`config.mk`:
```
export PLATFORM = sky130hd
export DESIGN_NAME = ram_loader
export DESIGN_NICKNAME = d
export VERILOG_FILES = /design/src/rtl/ram_loader.sv
export SDC_FILE = /design/constraint.sdc
export NUM_CORES = 1
export LEC_CHECK = 0
export ABC_AREA = 0
export BUFFER_PORTS_ARGS = -buffer_cell sky130_fd_sc_hd__buf_2
export CAP_MARGIN = 10
export CORE_ASPECT_RATIO = 1.2
export CORE_MARGIN = 5
export CORE_UTILIZATION = 36
export CTS_CLUSTER_SIZE = 40
export DETAILED_ROUTE_END_ITERATION = 10
export HOLD_SLACK_MARGIN = 0.1
export PLACE_DENSITY_LB_ADDON = 0.15
export SYNTH_ARGS = -nofsm -noshare
export SYNTH_HDL_FRONTEND = slang
export SYNTH_SLANG_ARGS = --single-unit
```
`constraint.sdc`:
```
create_clock -name clk -period 3.25 [get_ports clk]
set_clock_uncertainty 0.1 [all_clocks]
set_input_delay 0 -clock clk [delete_from_list [all_inputs] [get_ports clk]]
set_output_delay 0 -clock clk [all_outputs]
set_load 0.05 [all_outputs]
```
`src/rtl/ram_loader.sv`:
```
// Byte-stream RAM loader: SYNC, LEN, ADDR, LEN data bytes (+ CSUM) -> RAM write port.
// Define RAM_LOADER_CHECKSUM_EN to add the trailing checksum byte and the ERR path.
module ram_loader #(
   parameter logic [7:0] SYNC_BYTE     = 8'hA5,
   parameter logic       HOLD_ON_RESET = 1'b0
) (
   input  logic       clk,
   input  logic       rst,
   input  logic       in_valid,
   input  logic [7:0] in_data,
   output logic       in_ready,
   output logic       we,
   output logic [7:0] w_addr,
   output logic [7:0] w_data,
   output logic       cpu_hold,
   output logic       busy,
   output logic       done,
   output logic       error
);

   typedef enum logic [2:0] {IDLE, LEN, ADDR, DATA, CSUM, DONE, ERR} state_t;

   state_t     state;
   logic [7:0] cnt;    // data bytes remaining minus one; LEN=0 loads 8'hFF -> 256 bytes
   logic [7:0] addr;
   logic       acc;
`ifdef RAM_LOADER_CHECKSUM_EN
   logic [7:0] sum;
`endif

   assign acc = in_valid && in_ready;

   always_ff @(posedge clk) begin
      if (rst) begin
         state    <= IDLE;
         in_ready <= 1'b0;
         we       <= 1'b0;
         w_addr   <= 8'h00;
         w_data   <= 8'h00;
         cpu_hold <= HOLD_ON_RESET;
         busy     <= 1'b0;
         done     <= 1'b0;
         error    <= 1'b0;
         cnt      <= 8'h00;
         addr     <= 8'h00;
`ifdef RAM_LOADER_CHECKSUM_EN
         sum      <= 8'h00;
`endif
      end else begin
         we       <= 1'b0;
         done     <= 1'b0;
         in_ready <= 1'b1;
         case (state)
            IDLE, ERR: begin
               if (acc && in_data == SYNC_BYTE) begin
                  state    <= LEN;
                  busy     <= 1'b1;
                  cpu_hold <= 1'b1;
                  error    <= 1'b0;
               end
            end
            LEN: begin
               if (acc) begin
                  cnt   <= 8'(in_data - 8'd1);
                  state <= ADDR;
`ifdef RAM_LOADER_CHECKSUM_EN
                  sum   <= in_data;
`endif
               end
            end
            ADDR: begin
               if (acc) begin
                  addr  <= in_data;
                  state <= DATA;
`ifdef RAM_LOADER_CHECKSUM_EN
                  sum   <= 8'(sum + in_data);
`endif
               end
            end
            DATA: begin
               if (acc) begin
                  we     <= 1'b1;
                  w_addr <= addr;
                  w_data <= in_data;
                  addr   <= 8'(addr + 8'd1);
                  cnt    <= 8'(cnt - 8'd1);
`ifdef RAM_LOADER_CHECKSUM_EN
                  sum    <= 8'(sum + in_data);
                  if (cnt == 8'h00) state <= CSUM;
`else
                  if (cnt == 8'h00) begin
                     state    <= DONE;
                     busy     <= 1'b0;
                     done     <= 1'b1;
                     cpu_hold <= 1'b0;
                     in_ready <= 1'b0;
                  end
`endif
               end
            end
`ifdef RAM_LOADER_CHECKSUM_EN
            CSUM: begin
               if (acc) begin
                  busy <= 1'b0;
                  if (8'(sum + in_data) == 8'h00) begin
                     state    <= DONE;
                     done     <= 1'b1;
                     cpu_hold <= 1'b0;
                     in_ready <= 1'b0;
                  end else begin
                     state <= ERR;
                     error <= 1'b1;
                  end
               end
            end
`endif
            DONE:    state <= IDLE;
            default: state <= IDLE;
         endcase
      end
   end

endmodule

```
==> results of run 1 <==
power groups by stage:
| stage | Combinational (mW) | Sequential (mW) | Clock (mW) |
|---|---|---|---|
| floorplan | 0.0283 | 0.492 | 0 |
| global placement | 0.0493 | 0.491 | 0 |
| detailed placement | 0.0493 | 0.491 | 0 |
| CTS | 0.0579 | 0.479 | 0.343 |
| global route | 0.0619 | 0.480 | 0.357 |
| finish | 0.0577 | 0.479 | 0.328 |
cell usage in the layout (no fill, tap or decap), drive strengths merged, types with 2 or more instances in the layout:
| cell type | count |
|---|---|
| nand4b | 4 |
| nor2 | 8 |
| o211ai | 3 |
| and3 | 2 |
| clkbuf | 6 |
| a31o | 2 |
| clkinv | 2 |
| nand2 | 51 |
| nand3 | 5 |
| nor3 | 13 |
| buf | 36 |
| o21ai | 7 |
| nor4 | 2 |
| o31ai | 2 |
| and2 | 3 |
| nand3b | 2 |
| inv | 4 |
| nor3b | 3 |
| o32ai | 2 |
| or4 | 4 |
| a31oi | 7 |
| a211oi | 3 |
| mux2i | 2 |
| or3 | 4 |
| a211o | 2 |
| o2111ai | 2 |
| dfxtp | 39 |
| dlygate4sd3 | 9 |
| nand4 | 4 |
| a21oi | 32 |
| ha | 2 |
what timing repair did:
action | in CTS | in global routing
endpoints found under the setup margin | 0 | 0
endpoints found under the hold margin | 18 | 0
hold buffers | 9 | 0
stage by stage:
step	std cells	util	setup WS, ps	instance area (um^2)
final	348	0.440	456	2330
after global placement	331	0.407	558	2150
after global routing	348	0.440	213	2330
after detailed placement	331	0.407	489	2150
after CTS	348	0.440	438	2330
after floorplan	254	-	746	1970
sequential cells by signal (all words and copies together), names as in the netlist:
name / count
state: 3
w_addr: 8
w_data: 8
cnt: 8
we: 1
in_ready: 1
addr: 8
done: 1
busy: 1
worst max path at each step:
stage                                     start                  end  cells past startpoint
after detailed placement  state[0]$_SDFFE_PP0P_  cnt[4]$_SDFFE_PP0P_                      7
after global routing      state[0]$_SDFFE_PP0P_  cnt[4]$_SDFFE_PP0P_                      7
after global placement    state[0]$_SDFFE_PP0P_  cnt[6]$_SDFFE_PP0P_                      7
final                     state[0]$_SDFFE_PP0P_  cnt[4]$_SDFFE_PP0P_                      7
after CTS                 state[0]$_SDFFE_PP0P_  cnt[4]$_SDFFE_PP0P_                      7
after floorplan           state[2]$_SDFFE_PP0P_  cnt[6]$_SDFFE_PP0P_                      9
final cells by class:
cell class,instances,area share
Tap cell,62,0.0333
Timing Repair Buffer,45,0.121
Sequential cell,39,0.335
Clock inverter,2,0.00537
Clock buffer,6,0.0311
Inverter,5,0.00806
Multi-Input combinational cell,189,0.466
routing by layer:
metal / vias up / wire length, um
met5: - / 0
met4: 0 / 65
met3: 5 / 234
met2: 36 / 2500
met1: 892 / 2510
li1: 992 / -
tightest hold or removal path, stage by stage:
cell	delay (ps)
buf_2	90
buf_4	240
nor2_1	130
cells by family after synthesis:
kind of cell    after synthesis
mux                           2
flops                        39
xor+xnor                      2
fa+ha+maj                     2
other cells                   1
simple gates                108
compound gates               74
buf+inv                      26
==> impl_metrics.yaml, run 1 <==
logic_synthesis:
  synth.avg_cell_area_um2: 7.77
  synth_xor_xnor_area_share: 0.00888
  synth.most_common_cell: "nand2_1"
  syn-num-nets: 267
  synth_commonest_cells: "nand2_1 (51), dfxtp_1 (39), a21oi_1 (32)"
  synth_adder_area_share: 0.0127
  synth-seq-area-share: 0.396
  synth_top_family_by_area: "simple AND/OR/NAND/NOR gates"
  yosys_warnings: 0
  synthDistinctLibCells: 55
  synth_top_cell_by_area: "dfxtp_1"
  synth_mux_area_frac: 0.0101
  synthFlopType: "dfxtp_1"
  synth.area.top_cells: "dfxtp_1 (40%), nand2_1 (9.7%), a21oi_1 (8.1%), nor3_1 (3.3%), clkbuf_1 (3.2%)"
  async_flop_share: 0
  syn_area_um2: 1970
  synthSimpleGateAreaFrac: 0.275
  yosys.area.top_type_share: 0.396
  syn_inst: 254
  yosys_register_bits: 39
  synth_edf_count: 0
  synth_compound_area_frac: 0.241
hold_path:
  hp-start: "rst"
  hold_path_depth: 3
  whs_endpoint: "in_ready$_SDFF_PP0_"
  hp-class: "in -> reg"
pwr:
  swShare: 0.250
  seqPwrFrac: 0.554
  clock_power_share: 0.379
  p_total_uw: 866
  p_comb_frac: 0.067
  p_int_uw: 649
  p_sw_uw: 216
  vdd.ir_drop.worst_mv: 0.216
  power.density_nw_per_um2: 372
  p_leak_nw: 0.834
floorplan:
  rows: 29
  die_area_um2: 7070
  start_util: 0.372
  die_y_um: 91.1
  core_um2: 5300
  fp.dieW_um: 77.6
  io_pins: 33
sta:
  rsz0062_at_grt: "no"
  finalSetupViolations: 0
  fin_hold_ws_ps: 103
  tightestPinTransition_ps: 580
  fin_tns_setup_ps: 0
  finalHoldViolations: 0
  relSlewSlack: 0.611
  layout_min_cycle_time_ps: 2790
  maxSlewViolCount: 0
  period_share: 0.860
  fmax_mhz: 358
grt:
  grt_pass1_wl_um: 8730
  grt_start_max_net_pins: 36
  grt_overflow: 0
  grt_use_total: 0.149
  gr-usage-met3: 0.0356
  antenna_found_initial: 0
  gr-max-usage-layer: "met2"
  met1_usage: 0.191
  grt_pass1_vias: 1780
  use_met2: 0.244
critical_path:
  worstSetupPathType: "reg -> reg"
  reg2reg_from: "state[0]$_SDFFE_PP0P_"
  rrSetupSlack_ps: 460
  worstPathRequired_ps: 3380
  start_kind: "flip-flop"
  reg2reg_depth: 7
  slowest_delay_ps: 620
  rr_endpoint: "cnt[4]$_SDFFE_PP0P_"
  endpoint_kind: "flip-flop"
  crit_arrival_ps: 2920
  cpMostUsedCell: "a21oi_1"
  critPathSlowestCell: "dfxtp_1"
  critical_path_buf_inv_count: 0
  path_delay_family: "simple AND/OR/NAND/NOR gates"
  crit_fanout: 16
  crit_chain: "and3b_1 -> mux2i_1 -> ha_1 -> nor3b_1 -> a21oi_1 -> a211o_1 -> a21oi_1"
clock_tree:
  cts_root_buffer: "clkbuf_8"
  cts_tree: "yes"
  insertion_delay_ps: 300
  clockBufferDepth: 2
  cts_htree_levels: 2
  path_clk_slew_ps: 80
  postCtsSetupBuffers: 0
  post_cts_resized: 0
  clock_sinks: 39
  numCtsBuffers: 5
detailed_routing:
  firstDrtPassIters: 4
  drc: 0
  drt_iter0_markers: 113
  viasPerCell: 5.53
  num_vias: 1925
  antenna_left: 0
  wl_per_cell_um: 15.3
  wl_um: 5310
layout:
  layout-drive-gt1-share: 0.175
  seq_area_um2: 781
  num_antenna_cells: 0
  multi_input_area_um2: 1080
  fillCellCount: 557
  fin_nets: 298
  syn2layout_area_growth_pct: 18.1
placed_design:
  dp_hpwl_um: 3620
  portBuffers: 31
  routabilityCongestion: 0.812
flow_run:
  maxCapViolations: 0
status:
  status: "completed"
Note: power is estimated with default switching activity, not from simulation.
==> run 2: changes to the inputs <==
--- a/config.mk
+++ b/config.mk
@@ -8,7 +8,7 @@
 export ABC_AREA = 0
 export BUFFER_PORTS_ARGS = -buffer_cell sky130_fd_sc_hd__buf_2
 export CAP_MARGIN = 10
-export CORE_ASPECT_RATIO = 1.2
+export CORE_ASPECT_RATIO = 0.7
 export CORE_MARGIN = 5
 export CORE_UTILIZATION = 36
 export CTS_CLUSTER_SIZE = 40
==> run 2 against run 1 <==
Cell area is 2.9% higher. Register-to-register slack worse by 30 ps. Power up 17%. Critical path depth did not move. Global-route usage is 0.69 points higher. Utilization up 1.4 points. Die area is 0.25% higher. Flip-flop and latch count stayed put. Maximum frequency down 1.2%. Non-clock buffer count is 1 higher. Hold slack gained 21 ps. Critical path type unchanged.
==> impl_metrics.yaml, run 2 (synthesis results as in run 1) <==
status:
  status: "completed"
floorplan:
  io_pins: 33
  die_area_um2: 7090
  fp.dieW_um: 98.5
  rows: 22
  start_util: 0.373
  die_y_um: 71.9
  core_um2: 5290
clock_tree:
  clock_sinks: 39
  insertion_delay_ps: 290
  cts_root_buffer: "clkbuf_8"
  post_cts_resized: 0
  cts_htree_levels: 2
  postCtsHoldBufs: 9
  postCtsSetupBuffers: 0
  path_clk_slew_ps: 80
  numCtsBuffers: 5
  clockBufferDepth: 2
  cts_tree: "yes"
pwr:
  swShare: 0.205
  vdd.ir_drop.worst_mv: 0.196
  power.density_nw_per_um2: 423
  p_comb_frac: 0.058
  p_leak_nw: 0.864
  clock_power_share: 0.469
  p_sw_uw: 208
  p_int_uw: 806
  seqPwrFrac: 0.473
detailed_routing:
  wl_per_cell_um: 15.4
  drc: 0
  num_vias: 1964
  firstDrtPassIters: 4
  drt_iter0_markers: 158
  antenna_left: 0
  wl_um: 5530
  viasPerCell: 5.47
sta:
  rsz0062_at_grt: "no"
  maxSlewViolCount: 0
  tightestPinTransition_ps: 586
  finalHoldViolations: 0
  layout_min_cycle_time_ps: 2830
  fmax_mhz: 354
  finalSetupViolations: 0
  fin_tns_setup_ps: 0
  relSlewSlack: 0.607
  period_share: 0.870
critical_path:
  worstPathRequired_ps: 3370
  cp-startpoint: "state[0]$_SDFFE_PP0P_"
  reg2reg_from: "state[0]$_SDFFE_PP0P_"
  worstSetupPathType: "reg -> reg"
  crit_arrival_ps: 2950
  endpoint_kind: "flip-flop"
  crit_fanout: 16
  start_kind: "flip-flop"
  reg2reg_depth: 7
placed_design:
  dp_hpwl_um: 3840
  post_dp_cell_area_um2: 2170
  portBuffers: 31
  routabilityCongestion: 0.789
grt:
  antenna_found_initial: 0
  grt_use_total: 0.156
  grt_pass1_vias: 1754
  grt_pass1_wl_um: 9050
  grt_overflow: 0
  grt_start_max_net_pins: 35
layout:
  layout_common_cells: "nand2_1 (51), dfxtp_1 (39), a21oi_1 (32)"
  num_antenna_cells: 0
  fillCellCount: 548
  final_area_um2: 2400
  syn2layout_area_growth_pct: 21.5
  fin_nets: 299
  layout_commonest_cell: "nand2_1"
  layout-drive-gt1-share: 0.178
hold_path:
  hold_path_depth: 3
  hp-class: "in -> reg"
  hp-start: "rst"
flow_run:
  maxCapViolations: 0
==> run 2: cell types whose count changed in the layout (fill, tap and decap cells not counted) <==
cell        before  now
clkinv_2         1    0
buf_4            5    6
bufinv_16        0    2
clkinvlp_4       1    0
==> run 2: path summary, 6_finish.rpt <==
| kind | endpoint | slack (ps) |
|---|---|---|
| setup / recovery | cnt[4]$_SDFFE_PP0P_ | 420 |
| hold / removal | done$_SDFF_PP0_ | 120 |
| setup reg to reg | cnt[4]$_SDFFE_PP0P_ | 420 |
| hold reg to reg | w_addr[2]$_SDFFE_PP0P_ | 350 |
==> run 2: power by group through the flow <==
stage	registers (mW)	clock network (mW)	logic (mW)
4_1_cts	0.479	0.489	0.0584
5_1_grt	0.480	0.504	0.0635
3_3_place_gp	0.491	0	0.0498
2_1_floorplan	0.492	0	0.0283
3_5_place_dp	0.491	0	0.0502
6_report	0.479	0.476	0.0590
==> run 2: stage by stage <==
stage / setup slack [ps] / instances / hold slack, ps / utilization / total power [mW]
after floorplan: 746 / 254 / 36.0 / - / 0.520
after global placement: 583 / 342 / 197 / 0.411 / 0.541
after detailed placement: 458 / 342 / 202 / 0.411 / 0.541
after CTS: 439 / 359 / 121 / 0.454 / 1.03
after global routing: 195 / 359 / 130 / 0.454 / 1.05
final: 422 / 359 / 124 / 0.454 / 1.01
==> run 2: cell type report <==
class	instances	area, um^2	share of cell area
multi-input combinational	189	1080	0.453
tap	72	90.1	0.0376
clock buffer	6	72.6	0.0303
clock inverter	2	60.1	0.0251
inverter	5	18.8	0.00783
timing repair buffer	46	290	0.121
sequential	39	781	0.326
==> run 2: routing by layer <==
| layer | wire, um | part of all wire | GRT usage | up-vias |
|---|---|---|---|---|
| li1 | - | - | - | 989 |
| met1 | 2900 | 0.52 | 0.233 | 907 |
| met2 | 2230 | 0.40 | 0.223 | 63 |
| met3 | 356 | 0.064 | 0.0423 | 5 |
| met4 | 42 | 0.0076 | 0.0364 | 0 |
| met5 | 0 | 0 | 0 | - |
==> run 2: worst max-delay path, stage by stage, from the launching register on <==
cell     delay [ps]
dfxtp_1         650
and3b_1         510
mux2i_1         280
ha_1            250
nor3b_1         440
a21oi_1         130
a211o_1         280
a21oi_1         110
